## src/rtl/uart_rx.sv

```systemverilog
// uart_rx: 8N1 asynchronous UART receiver, LSB first.
//   Synchronises the serial line, qualifies the start bit at mid-bit, samples each data
//   bit at mid-bit, checks the stop bit and presents the byte with a one-cycle strobe.
// Ports:
//   sys_clk    system clock, rising edge
//   sys_rst_n  asynchronous reset, active low
//   rx_din     serial line, idle high, asynchronous to sys_clk
//   rx_dout    last correctly framed byte, held until the next good frame
//   rx_done    one-cycle pulse, rx_dout updated this cycle
//   rx_busy    high while a frame is in progress
//   rx_err     one-cycle pulse, stop bit sampled low
module uart_rx #(
  parameter int unsigned CLK_FREQ = 50000000,
  parameter int unsigned UART_BPS = 115200
) (
  input  logic       sys_clk,
  input  logic       sys_rst_n,
  input  logic       rx_din,
  output logic [7:0] rx_dout,
  output logic       rx_done,
  output logic       rx_busy,
  output logic       rx_err
);

  localparam int unsigned BPS_CNT  = CLK_FREQ / UART_BPS;
  localparam int unsigned HALF_CNT = BPS_CNT / 2;
  localparam int unsigned CntW     = (BPS_CNT > 1) ? $clog2(BPS_CNT) : 1;
  localparam logic [CntW-1:0] BaudLast = CntW'(BPS_CNT - 1);
  localparam logic [CntW-1:0] BaudHalf = CntW'(HALF_CNT - 1);

  typedef enum logic [1:0] {StIdle, StStart, StData, StStop} state_e;

  state_e          state_q, state_d;
  logic [CntW-1:0] baud_q, baud_d;
  logic [2:0]      bit_q, bit_d;
  logic [7:0]      shift_q, shift_d;
  logic            rx_s1_q, rx_s_q, rx_d_q;
  logic [7:0]      dout_d;
  logic            done_d, err_d, busy_d;
  logic            start_edge, data_tick, stop_tick;

  // Synchroniser plus delay flop; all reset high so releasing reset with an idle line
  // never looks like a falling edge.
  always_ff @(posedge sys_clk or negedge sys_rst_n) begin
    if (!sys_rst_n) begin
      rx_s1_q <= 1'b1;
      rx_s_q  <= 1'b1;
      rx_d_q  <= 1'b1;
    end else begin
      rx_s1_q <= rx_din;
      rx_s_q  <= rx_s1_q;
      rx_d_q  <= rx_s_q;
    end
  end

  assign start_edge = rx_d_q & ~rx_s_q;
  assign data_tick  = (state_q == StData) && (baud_q == BaudLast);
  assign stop_tick  = (state_q == StStop) && (baud_q == BaudLast);

  // State register and datapath registers
  always_ff @(posedge sys_clk or negedge sys_rst_n) begin
    if (!sys_rst_n) begin
      state_q <= StIdle;
      baud_q  <= '0;
      bit_q   <= '0;
      shift_q <= '0;
    end else begin
      state_q <= state_d;
      baud_q  <= baud_d;
      bit_q   <= bit_d;
      shift_q <= shift_d;
    end
  end

  // Next-state logic
  always_comb begin
    state_d = state_q;
    unique case (state_q)
      StIdle:  if (start_edge) state_d = StStart;
      // A line that is high again at mid start bit was a glitch.
      StStart: if (baud_q == BaudHalf) state_d = rx_s_q ? StIdle : StData;
      StData:  if (data_tick && (bit_q == 3'd7)) state_d = StStop;
      // Leave at mid stop bit so a back-to-back start edge is not missed.
      StStop:  if (stop_tick) state_d = StIdle;
      default: state_d = StIdle;
    endcase
  end

  // Counters and shift register next-state
  always_comb begin
    baud_d  = baud_q + 1'b1;
    bit_d   = bit_q;
    shift_d = shift_q;
    if ((state_d != state_q) || (baud_q == BaudLast)) baud_d = '0;
    if (state_q != StData) begin
      bit_d = '0;
    end else if (data_tick) begin
      bit_d          = bit_q + 1'b1;
      shift_d[bit_q] = rx_s_q;
    end
  end

  // Output logic, registered below
  always_comb begin
    dout_d = rx_dout;
    done_d = 1'b0;
    err_d  = 1'b0;
    busy_d = (state_d != StIdle);
    if (stop_tick) begin
      if (rx_s_q) begin
        dout_d = shift_q;
        done_d = 1'b1;
      end else begin
        err_d = 1'b1;
      end
    end
  end

  always_ff @(posedge sys_clk or negedge sys_rst_n) begin
    if (!sys_rst_n) begin
      rx_dout <= 8'h00;
      rx_done <= 1'b0;
      rx_err  <= 1'b0;
      rx_busy <= 1'b0;
    end else begin
      rx_dout <= dout_d;
      rx_done <= done_d;
      rx_err  <= err_d;
      rx_busy <= busy_d;
    end
  end

endmodule
```

## config.mk

```make
export PLATFORM = sky130hd
export DESIGN_NAME = uart_rx
export DESIGN_NICKNAME = d
export VERILOG_FILES = /design/src/rtl/uart_rx.sv
export SDC_FILE = /design/constraint.sdc
export NUM_CORES = 1
export LEC_CHECK = 0
export CORE_UTILIZATION = 55
export CTS_BUF_LIST = sky130_fd_sc_hd__clkbuf_16
export DETAILED_ROUTE_END_ITERATION = 16
export PLACE_DENSITY_LB_ADDON = 0.05
export SLEW_MARGIN = 30
export SYNTH_ARGS = -nofsm -noshare
export SYNTH_HDL_FRONTEND = slang
export SYNTH_SLANG_ARGS = --single-unit
```

## constraint.sdc

```tcl
create_clock -name sys_clk -period 3.9 [get_ports sys_clk]
set_input_delay 0.78 -clock sys_clk [delete_from_list [all_inputs] [get_ports sys_clk]]
set_output_delay 0.78 -clock sys_clk [all_outputs]
set_load 0.02 [all_outputs]
```

Word level (Yosys, flattened, before mapping):

Cells that the tools add are included.

* reduce and logical (&&, ||, !) cells: 10
* order comparisons: 2
* $add $sub $neg: 2
* equality and inequality tests: 8
* multiplexer cells: 16
* bitwise gates (word level): 3

Operator list (number)
* $mux 2: 5
* $add 9x1->9 const B: 1
* $eq 9x8->1 const B: 1
* $eq 9x9->1 const B: 1
* $mux 9: 1
* $bwmux 8: 1
* $pmux 2 s4: 1
* $mux 3: 2
* $mux 1: 5
* $eq 2x2->1 const B: 2
* $logic_and 1x1->1: 4
* $lt 3x4->1 const B: 1
* $reduce_and 2->1: 2
* $reduce_bool 2->1: 2
* $add 3x1->3 const B: 1
* $demux 1 s3: 1
* $eq 3x3->1 const B: 1
* $ge 3x1->1 const B: 1
* $eq 2x1->1 const B: 1
* $logic_not 2->1: 1
* $ne 2x2->1: 1
* $ne 2x2->1 const B: 1
* $not 1->1: 2
* $and 1x1->1: 1
* $logic_or 1x1->1: 1

* bits of input ports: 3
* output and inout port bits: 11
* flip-flop bits (word level): 36

Longest topological paths before layout:

Gate-level depths: netlist of run 1.

* depth in word-level cells: 8
* depth in mapped cells: 6
* gate-level depth less buffers: 6

Worst setup path before layout of run 1:

Ideal clock, no wire load.

* kind: register -> register
* start: register baud_q[6]
* end: register shift_q[4]
* cell stages (with the launch flop): 5
* setup slack: 2262 ps
* data arrival time: 1513 ps
* required time: 3775 ps
* buffers on the path: 0
* path through: dfrtp_1 -> and4bb_4 -> nand4_4 -> nor4_1 -> mux2_2

* cells in the longest elaborated chain, start to end: 3

RTL lines
* from (decl): RTL line 34 `logic [CntW-1:0] baud_q, baud_d;`
* from (signal assigned): RTL line 69 `baud_q <= baud_d;`
* $eq 9x9->1: RTL line 57 `assign data_tick = (state_q == StData) && (baud_q == BaudLast);`
* $logic_and 1x1->1: RTL line 57
* $reduce_and 2->1 (no line)
* to (signal assigned): RTL line 71 `shift_q <= shift_d;`
* to (decl): RTL line 36 `logic [7:0] shift_q, shift_d;`

Every way passes these cells.
A chain may end at the register's enable or synchronous reset.

Final worst setup path of run 1:

* start: register rx_dout[6]
* end: output port rx_dout[6]

RTL lines
* from (decl): RTL line 19 `output logic [7:0] rx_dout,`
* from (signal assigned): RTL line 126 `rx_dout <= dout_d;`

No word-level cell between the ends.

==> run_results.csv, run 1 <==
group,metric,value,unit
setup_path,critical_path_required,3.12,ns
pwr,power_density,484.4,nW/um^2
pwr,vdd_drop_max,0.0003082,V
setup_path,slowest_stage,"clkdlybuf4s50_1",
clocking,cts_buffers,5,
finish,area_growth_syn_to_layout,16.59,%
setup_path,r2r-start,"baud_q[3]",
setup_path,reg2reg_to,"shift_q[2]",
clocking,clock_path_buffers,2,
global_route,grt_pass1_wl,5.085,mm
routing,drt-initial-drc-count,40,
die,rows,19,
global_route,grt_busiest_layer,"met2",
die,dieWidth,57.17,um
status,status,"complete, no violations",
sta,relSlewSlack,0.7076,
clocking,post_cts_resized,0,
hold_path,min_path_cells,0,
finish,nNetsFinal,164,
global_route,antenna_found_initial,0,
sta,grt_setup_unrepaired,"no",
hold_path,min_to,"rx_s_q",
finish,final_util,0.6900,
pwr,p_leak,0.9157,nW
sta,finalCritPeriodShare,0.5232,
sta,slew_viol_final,0,
yosys,ys_warn_count,0,
setup_path,start_kind,"register",
global_route,grtUsageMet1,0.2722,
clocking,clkSlewWorstSetupHoldPaths,0.05,ns
clocking,hold_buffers,0,
routing,drc,0,
setup_path,worstSetupPathDepth,1,
yosys,ys_ff_latch,36,
die,fp.coreArea,2829,um^2
pwr,pwr-share-comb,0.129,
finish,multi_input_area,719.4,um^2
setup_path,reg2regPathDepth,4,
sta,setup_viol,0,
sta,fin_crit,2.041,ns
clocking,htreeDepth,2,
die,ios,14,
yosys,synth_area,1674,um^2
global_route,grtUsageTotal,0.2150,
finish,n_fill_cell,230,
placed_design,place_hpwl,1.931,mm
setup_path,crit_fanout,2,
routing,via_per_inst,5.691,
routing,wl,2.895,mm
sta,finalClockSkew,0.004003,ns
routing,post_drt_wl_per_cell,15.40,um
clocking,cts_tree,"done",
setup_path,critical-path-max-stage-delay,0.61,ns
die,start_util,0.5918,
sta,fmax,490.1,MHz
global_route,grt_max_degree,37,
global_route,grt_pass1_vias,1096,
hold_path,hold_start,"rx_s1_q",
routing,ant_nets,0,
yosys,syn_avg_cell_area,12.04,um^2
setup_path,worstPathArrival,1.26,ns
setup_path,path_delay_family,"buffers and inverters",
setup_path,path_buf_inv,1,
setup_path,crit_type,"register to output port",
yosys,synthCells,139,
global_route,global_route.usage.met2,0.3176,
pwr,power_frac_clock,0.385,
yosys,synthesis.nets,147,
die,die_y,57.17,um
clocking,insertion_delay,0.28,ns
flow_run,maxCapViolCount,0,
setup_path,cp_cell_sequence,"clkdlybuf4s50_1",
hold_path,min_path_type,"register to register",
yosys,yosysUniqueCellTypes,37,
pwr,internal_power,0.7001,mW
die,die-area,3268,um^2
placed_design,gp_congestion,0.8328,
pwr,swShare,0.2595,
placed_design,port_buffers,13,
finish,ff_latch_area,904.6,um^2
sta,setup_tns,0,ns
yosys,seq_area_frac_synth,0.5404,
pwr,power.switching,0.2453,mW
clocking,cts_sinks,36,
global_route,met3_usage,0.07029,
sta,hold_violations,0,
routing,first_pass_iters,4,
setup_path,worst-r2r-setup-slack,2.11,ns
sta,tightest_slew,0.4385,ns
clocking,post_cts_buffers,0,
clocking,root_buffer,"clkbuf_16",
routing,vias,1070,
global_route,overflow,0,
finish,diodes,0,
pwr,p_seq_frac,0.487,
setup_path,cp-end-kind,"output port",
finish,drive_gt1_frac,0.2166,
[power by group through the flow]
| stage | Sequential, mW | Clock [mW] | Combinational, mW |
|---|---|---|---|
| 5_1_grt | 0.466 | 0.388 | 0.141 |
| 4_1_cts | 0.459 | 0.372 | 0.124 |
| 6_report | 0.460 | 0.364 | 0.122 |
| 2_1_floorplan | 0.451 | 0 | 0.0981 |
| 3_5_place_dp | 0.464 | 0 | 0.123 |
| 3_3_place_gp | 0.461 | 0 | 0.117 |
[how the worst max path moves through the flow]
stage                      end  startpoint  slack (ns)
finish              rx_dout[6]  rx_dout[6]        1.86
global route        rx_dout[6]  rx_dout[6]        1.85
CTS                 rx_dout[1]  rx_dout[1]        1.87
detailed placement  shift_q[2]   baud_q[3]        2.11
global placement    shift_q[2]   baud_q[6]        2.15
floorplan           shift_q[4]   baud_q[6]        2.26
[sequential cells by signal, indices dropped and copies added (netlist names)]
name,cells
rx_d_q,1
state_q,2
rx_s1_q,1
shift_q,8
baud_q,9
bit_q,3
rx_err,1
rx_dout,8
rx_busy,1
rx_s_q,1
rx_done,1
[worst register-to-register path, stage by stage, from the launching register on]
cell and delay, ns:
dfrtp_1 0.42, and4bb_4 0.35, and4_4 0.33, and4b_2 0.25, mux2_2 0.33
[Yosys cell counts]
library cell,count,area share
a21oi_1,4,0.012
a32oi_1,1,0.0052
and2b_1,1,0.0045
and3_1,1,0.0037
and3_2,1,0.0045
and4_4,1,0.0067
and4b_2,1,0.0067
and4bb_2,1,0.0075
and4bb_4,1,0.0097
buf_2,1,0.0030
buf_4,1,0.0045
buf_6,2,0.013
dfrtp_1,33,0.49
dfstp_2,3,0.047
ha_1,5,0.037
inv_1,4,0.0090
mux2_1,2,0.013
mux2_2,12,0.081
mux2_4,2,0.018
nand2_1,8,0.018
nand2b_1,2,0.0075
nand3_1,8,0.024
nand3b_1,2,0.0090
nand4_1,1,0.0037
nand4_2,2,0.015
nand4_4,1,0.013
nor2_1,18,0.040
nor2_4,1,0.0067
nor2b_1,1,0.0037
nor3_1,4,0.012
nor3b_1,1,0.0045
nor4_1,1,0.0037
o211ai_2,1,0.0075
o21ai_0,2,0.0060
or2_2,1,0.0037
xnor2_1,6,0.031
xor2_1,2,0.010
[per-stage QoR]
step           instances  total power, mW  setup WS, ns  instance area [um^2]  hold WS [ns]
3_5_place_dp         180           0.5863         2.114                  1815        0.3476
2_1_floorplan        139           0.5494         2.262                  1674        0.3452
4_1_cts              188           0.9543         1.869                  1952        0.3548
6_report             188           0.9455         1.859                  1952        0.3547
5_1_grt              188           0.9952         1.848                  1952        0.3665
3_3_place_gp         180           0.5778         2.151                  1815        0.3479
[area by class of cell]
type / instances / share of cell area
clock buffer: 5 / 0.06410
clock inverter: 3 / 0.005769
inverter: 4 / 0.007692
multi-input combinational: 95 / 0.3686
sequential: 36 / 0.4635
tap: 31 / 0.01987
timing repair buffer: 14 / 0.07051
[cell usage in the layout, fill, tap and decap left out, drive strengths merged]
cell type	instances
nand2b	2
nor3	4
or2	1
ha	5
dfstp	3
nand3	8
buf	1
clkdlybuf4s50	13
inv	6
a21oi	4
xnor2	6
and2b	1
and4	1
nor4	1
mux2	16
clkbuf	5
o211ai	1
xor2	2
dfrtp	33
and4bb	2
nor2b	1
nand2	8
and4b	1
nand4	4
nand3b	2
a32oi	1
and3	2
clkinv	1
nor3b	1
nor2	19
o21ai	2
[logic make-up (layout without fill, tap and decap cells)]
group / count (synthesis) / count (layout) / synth area share
XOR/XNOR: 8 / 8 / 0.04186
multiplexers: 16 / 16 / 0.1121
AND/OR/NAND/NOR: 58 / 58 / 0.2078
flip-flops: 36 / 36 / 0.5404
buffers and inverters: 8 / 26 / 0.02989
AO/OA/AOI/OAI: 8 / 8 / 0.03064
adder cells (fa/ha/maj): 5 / 5 / 0.03737
[layer usage]
layer  up-vias  share of wire
met2        25           0.46
met3         6          0.038
li1        514              -
met1       525           0.47
met5         -              0
met4         0          0.026
Note: power is estimated with default switching activity, not from simulation.
==> run 2, diff against run 1 <==
Clock period 3.9 ns to 2 ns, I/O delays scaled along.
==> run_results.csv, run 2 (same netlist as run 1, synthesis figures left out) <==
group,metric,value,unit
finish,layout_commonest_cell,"dfrtp_1",
finish,multi_input_area,719.4,um^2
setup_path,critical_path_required,2.16,ns
status,status,"complete, no violations",
setup_path,cp-end-kind,"register",
pwr,p_leak,0.9175,nW
clocking,clkSlewWorstSetupHoldPaths,0.05,ns
die,die_y,57.17,um
routing,post_drt_wl_per_cell,14.67,um
sta,setup_viol,0,
pwr,power_density,937.3,nW/um^2
finish,ff_latch_area,904.6,um^2
global_route,overflow,0,
setup_path,r2r-start,"baud_q[3]",
hold_path,hold_start,"rx_s1_q",
finish,largest_reg_flops,9,
finish,largest_register,"baud_q",
clocking,cts_buffers,5,
global_route,antenna_found_initial,0,
sta,finalCritPeriodShare,0.8969,
setup_path,reg2regPathDepth,4,
die,fp.coreArea,2829,um^2
routing,vias,1067,
hold_path,min_to,"rx_s_q",
finish,nNetsFinal,165,
die,ios,14,
clocking,root_buffer,"clkbuf_16",
setup_path,worstPathArrival,1.95,ns
sta,tightest_slew,0.4425,ns
sta,slew_viol_final,0,
finish,n_fill_cell,220,
placed_design,port_buffers,13,
setup_path,crit_type,"register to register",
setup_path,crit_fanout,11,
clocking,post_cts_resized,0,
finish,finalNonFillerCells,188,
finish,reg_top3,"baud_q x9, rx_dout x8, shift_q x8",
clocking,post_cts_buffers,0,
placed_design,place_ws,0.2123,ns
hold_path,min_path_type,"register to register",
setup_path,critical-path-max-stage-delay,0.43,ns
sta,hold_violations,0,
finish,final_util,0.6917,
setup_path,start_kind,"register",
sta,fmax,557.5,MHz
sta,fin_crit,1.794,ns
finish,area_growth_syn_to_layout,16.89,%
placed_design,placed_area,1823,um^2
routing,first_pass_iters,4,
sta,finalWorstSetupSlack,0.2063,ns
hold_path,min_path_cells,0,
global_route,grtUsageTotal,0.2026,
placed_design,gp_congestion,0.8389,
setup_path,reg2reg_to,"shift_q[2]",
routing,via_per_inst,5.676,
placed_design,dp_cells,181,
placed_design,place_hpwl,1.889,mm
pwr,vdd_drop_max,0.0005932,V
setup_path,cp_cell_sequence,"and4bb_4 > and4_4 > and4b_2 > mux2_2",
clocking,insertion_delay,0.27,ns
clocking,htreeDepth,2,
sta,hold_ws,0.3541,ns
finish,diodes,0,
clocking,clock_path_buffers,2,
routing,drc,0,
die,die-area,3268,um^2
sta,setup_tns,0,ns
sta,relSlewSlack,0.7041,
flow_run,maxCapViolCount,0,
setup_path,slowest_stage,"dfrtp_1",
global_route,grt_max_degree,37,
global_route,grt_pass1_vias,1164,
finish,final_cell_area,1957,um^2
sta,finalClockSkew,0.002263,ns
clocking,hold_buffers,0,
die,dieWidth,57.17,um
routing,wl,2.758,mm
clocking,cts_tree,"done",
pwr,total_power,1.834,mW
routing,ant_nets,0,
die,start_util,0.5918,
die,rows,19,
finish,final_cell_mix,"dfrtp_1 (33), nor2_1 (18), clkdlybuf4s50_1 (13), mux2_2 (12)",
routing,drt-initial-drc-count,35,
global_route,grt_pass1_wl,4.933,mm
finish,drive_gt1_frac,0.2293,
clocking,cts_sinks,36,
setup_path,worst-r2r-setup-slack,0.21,ns
sta,grt_setup_unrepaired,"no",
-- run 2: cell count changes in the layout (fill, tap and decap cells not counted) --
cell,before,now
buf_4,1,2
clkinv_1,1,0
clkinv_2,0,1
inv_1,6,5
-- run 2: how the worst max path moves through the flow --
stage,startpoint,endpoint,slack [ns],cells after the start
floorplan,baud_q[6],shift_q[4],0.36,4
detailed placement,baud_q[3],shift_q[2],0.21,4
global placement,baud_q[6],shift_q[2],0.26,4
global route,baud_q[0],baud_q[5],0.12,6
CTS,baud_q[3],shift_q[2],0.21,4
finish,baud_q[3],shift_q[2],0.21,4
-- run 2: area by class of cell --
type                       instances  share of cell area
timing repair buffer              15             0.07417
tap                               31             0.01982
multi-input combinational         95              0.3676
sequential                        36              0.4623
clock buffer                       5             0.06394
inverter                           4            0.007673
clock inverter                     2            0.004476
-- run 2: per-layer routing --
metal  track usage  up-vias  part of all wire
li1              -      519                 -
met1        0.2523      529              0.47
met2        0.3277       14              0.48
met3       0.05669        5             0.033
met4       0.09756        0             0.016
met5             0        -                 0
-- run 2: power breakdown --
group	total, mW	internal [mW]	switching (mW)
sequential	0.887	0.803	0.0844
combinational	0.244	0.118	0.126
clock	0.703	0.446	0.256
-- run 2: worst max-delay path, delay by kind of cell, from the launching register on --
| kind | cells | cell delay [ns] |
|---|---|---|
| multiplexers | 1 | 0.32 |
| AND/OR/NAND/NOR | 3 | 0.93 |
| flip-flops | 1 | 0.43 |
==> run 3, diff against run 2 <==
Settings changed: RECOVER_POWER from default to 50.
==> run_results.csv, run 3 (same netlist as run 1, synthesis figures left out) <==
group,metric,value,unit
clocking,htreeDepth,2,
finish,largest_register,"baud_q",
sta,slew_viol_final,0,
placed_design,place_ws,0.2123,ns
sta,finalClockSkew,0.002208,ns
sta,finalWorstSetupSlack,0.2062,ns
sta,hold_ws,0.3541,ns
hold_path,min_path_cells,0,
finish,layout_commonest_cell,"dfrtp_1",
die,die-area,3268,um^2
clocking,clock_path_buffers,2,
pwr,power.switching,0.4673,mW
finish,largest_reg_flops,9,
setup_path,r2r-start,"baud_q[3]",
sta,setup_viol,0,
status,status,"complete, no violations",
clocking,post_cts_buffers,0,
finish,final_cell_mix,"dfrtp_1 (33), nor2_1 (18), mux2_2 (12), clkdlybuf4s50_1 (11)",
global_route,grt_max_degree,37,
setup_path,crit_fanout,11,
die,dieWidth,57.17,um
finish,nNetsFinal,165,
die,ios,14,
routing,drc,0,
global_route,grt_pass1_wl,4.933,mm
clocking,cts_sinks,36,
die,die_y,57.17,um
pwr,p_leak,0.9138,nW
setup_path,crit_type,"register to register",
finish,diodes,0,
sta,grt_setup_unrepaired,"no",
routing,via_per_inst,5.681,
sta,fmax,557.5,MHz
hold_path,hold_start,"rx_s1_q",
sta,setup_tns,0,ns
clocking,clkSlewWorstSetupHoldPaths,0.05,ns
routing,drt-initial-drc-count,30,
pwr,pwr-share-comb,0.132,
finish,drive_gt1_frac,0.2229,
finish,final_util,0.6895,
sta,relSlewSlack,0.4353,
placed_design,port_buffers,13,
finish,final_cell_area,1951,um^2
die,rows,19,
hold_path,min_path_type,"register to register",
routing,post_drt_wl_per_cell,14.63,um
setup_path,worstPathArrival,1.95,ns
pwr,power_density,939.2,nW/um^2
routing,first_pass_iters,4,
placed_design,placed_area,1823,um^2
routing,ant_nets,0,
global_route,antenna_found_initial,0,
pwr,swShare,0.2551,
clocking,cts_tree,"done",
pwr,vdd_drop_max,0.0005932,V
clocking,insertion_delay,0.27,ns
clocking,cts_buffers,5,
sta,finalCritPeriodShare,0.8969,
setup_path,reg2regPathDepth,4,
finish,area_growth_syn_to_layout,16.52,%
pwr,power_frac_clock,0.384,
placed_design,gp_congestion,0.8389,
setup_path,cp-end-kind,"register",
global_route,grtUsageTotal,0.2026,
sta,tightest_slew,0.8471,ns
pwr,internal_power,1.365,mW
finish,reg_top3,"baud_q x9, rx_dout x8, shift_q x8",
setup_path,start_kind,"register",
clocking,root_buffer,"clkbuf_16",
global_route,grt_pass1_vias,1164,
routing,wl,2.750,mm
setup_path,worst-r2r-setup-slack,0.21,ns
setup_path,critical_path_required,2.16,ns
sta,fin_crit,1.794,ns
sta,hold_violations,0,
setup_path,reg2reg_to,"shift_q[2]",
routing,vias,1068,
die,start_util,0.5918,
placed_design,place_hpwl,1.889,mm
clocking,post_cts_resized,0,
global_route,overflow,0,
pwr,p_seq_frac,0.484,
clocking,hold_buffers,0,
die,fp.coreArea,2829,um^2
flow_run,maxCapViolCount,0,
hold_path,min_to,"rx_s_q",
## run 3: routing by layer
layer  global-route usage  routed length, um  part of all wire
met4              0.09756                 44             0.016
met5                    0                  0                 0
met3              0.05669                 93             0.034
met1               0.2523               1279              0.47
met2               0.3277               1332              0.48
## run 3: critical path, cell delays in order, from the launching register on
cell,delay [ns]
dfrtp_1,0.43
and4bb_4,0.35
and4_4,0.33
and4b_2,0.25
mux2_2,0.32
## run 3: cell type report
type	instances	area, um^2
Timing Repair Buffer	15	138.9
Multi-Input combinational cell	95	719.4
Fill cell	223	878.3
Tap cell	31	38.79
Clock inverter	2	8.758
Inverter	4	15.01
Sequential cell	36	904.6
Clock buffer	5	125.1
## run 3: power groups by stage
stage	clock [mW]	sequential, mW	combinational (mW)
floorplan	0	0.880	0.191
global placement	0	0.895	0.232
detailed placement	0	0.898	0.252
CTS	0.716	0.888	0.252
global route	0.743	0.899	0.284
finish	0.703	0.887	0.242
## run 3: through the flow
stage	std cells	power [mW]
2_1_floorplan	139	1.071
3_3_place_gp	181	1.127
3_5_place_dp	181	1.150
4_1_cts	188	1.856
5_1_grt	188	1.926
6_report	188	1.832
## run 3: worst max path at each step
stage | startpoint | cells past startpoint | slack, ns | end
6_report | baud_q[3] | 4 | 0.21 | shift_q[2]
5_1_grt | baud_q[0] | 6 | 0.12 | baud_q[5]
2_1_floorplan | baud_q[6] | 4 | 0.36 | shift_q[4]
3_3_place_gp | baud_q[6] | 4 | 0.26 | shift_q[2]
3_5_place_dp | baud_q[3] | 4 | 0.21 | shift_q[2]
4_1_cts | baud_q[3] | 4 | 0.21 | shift_q[2]
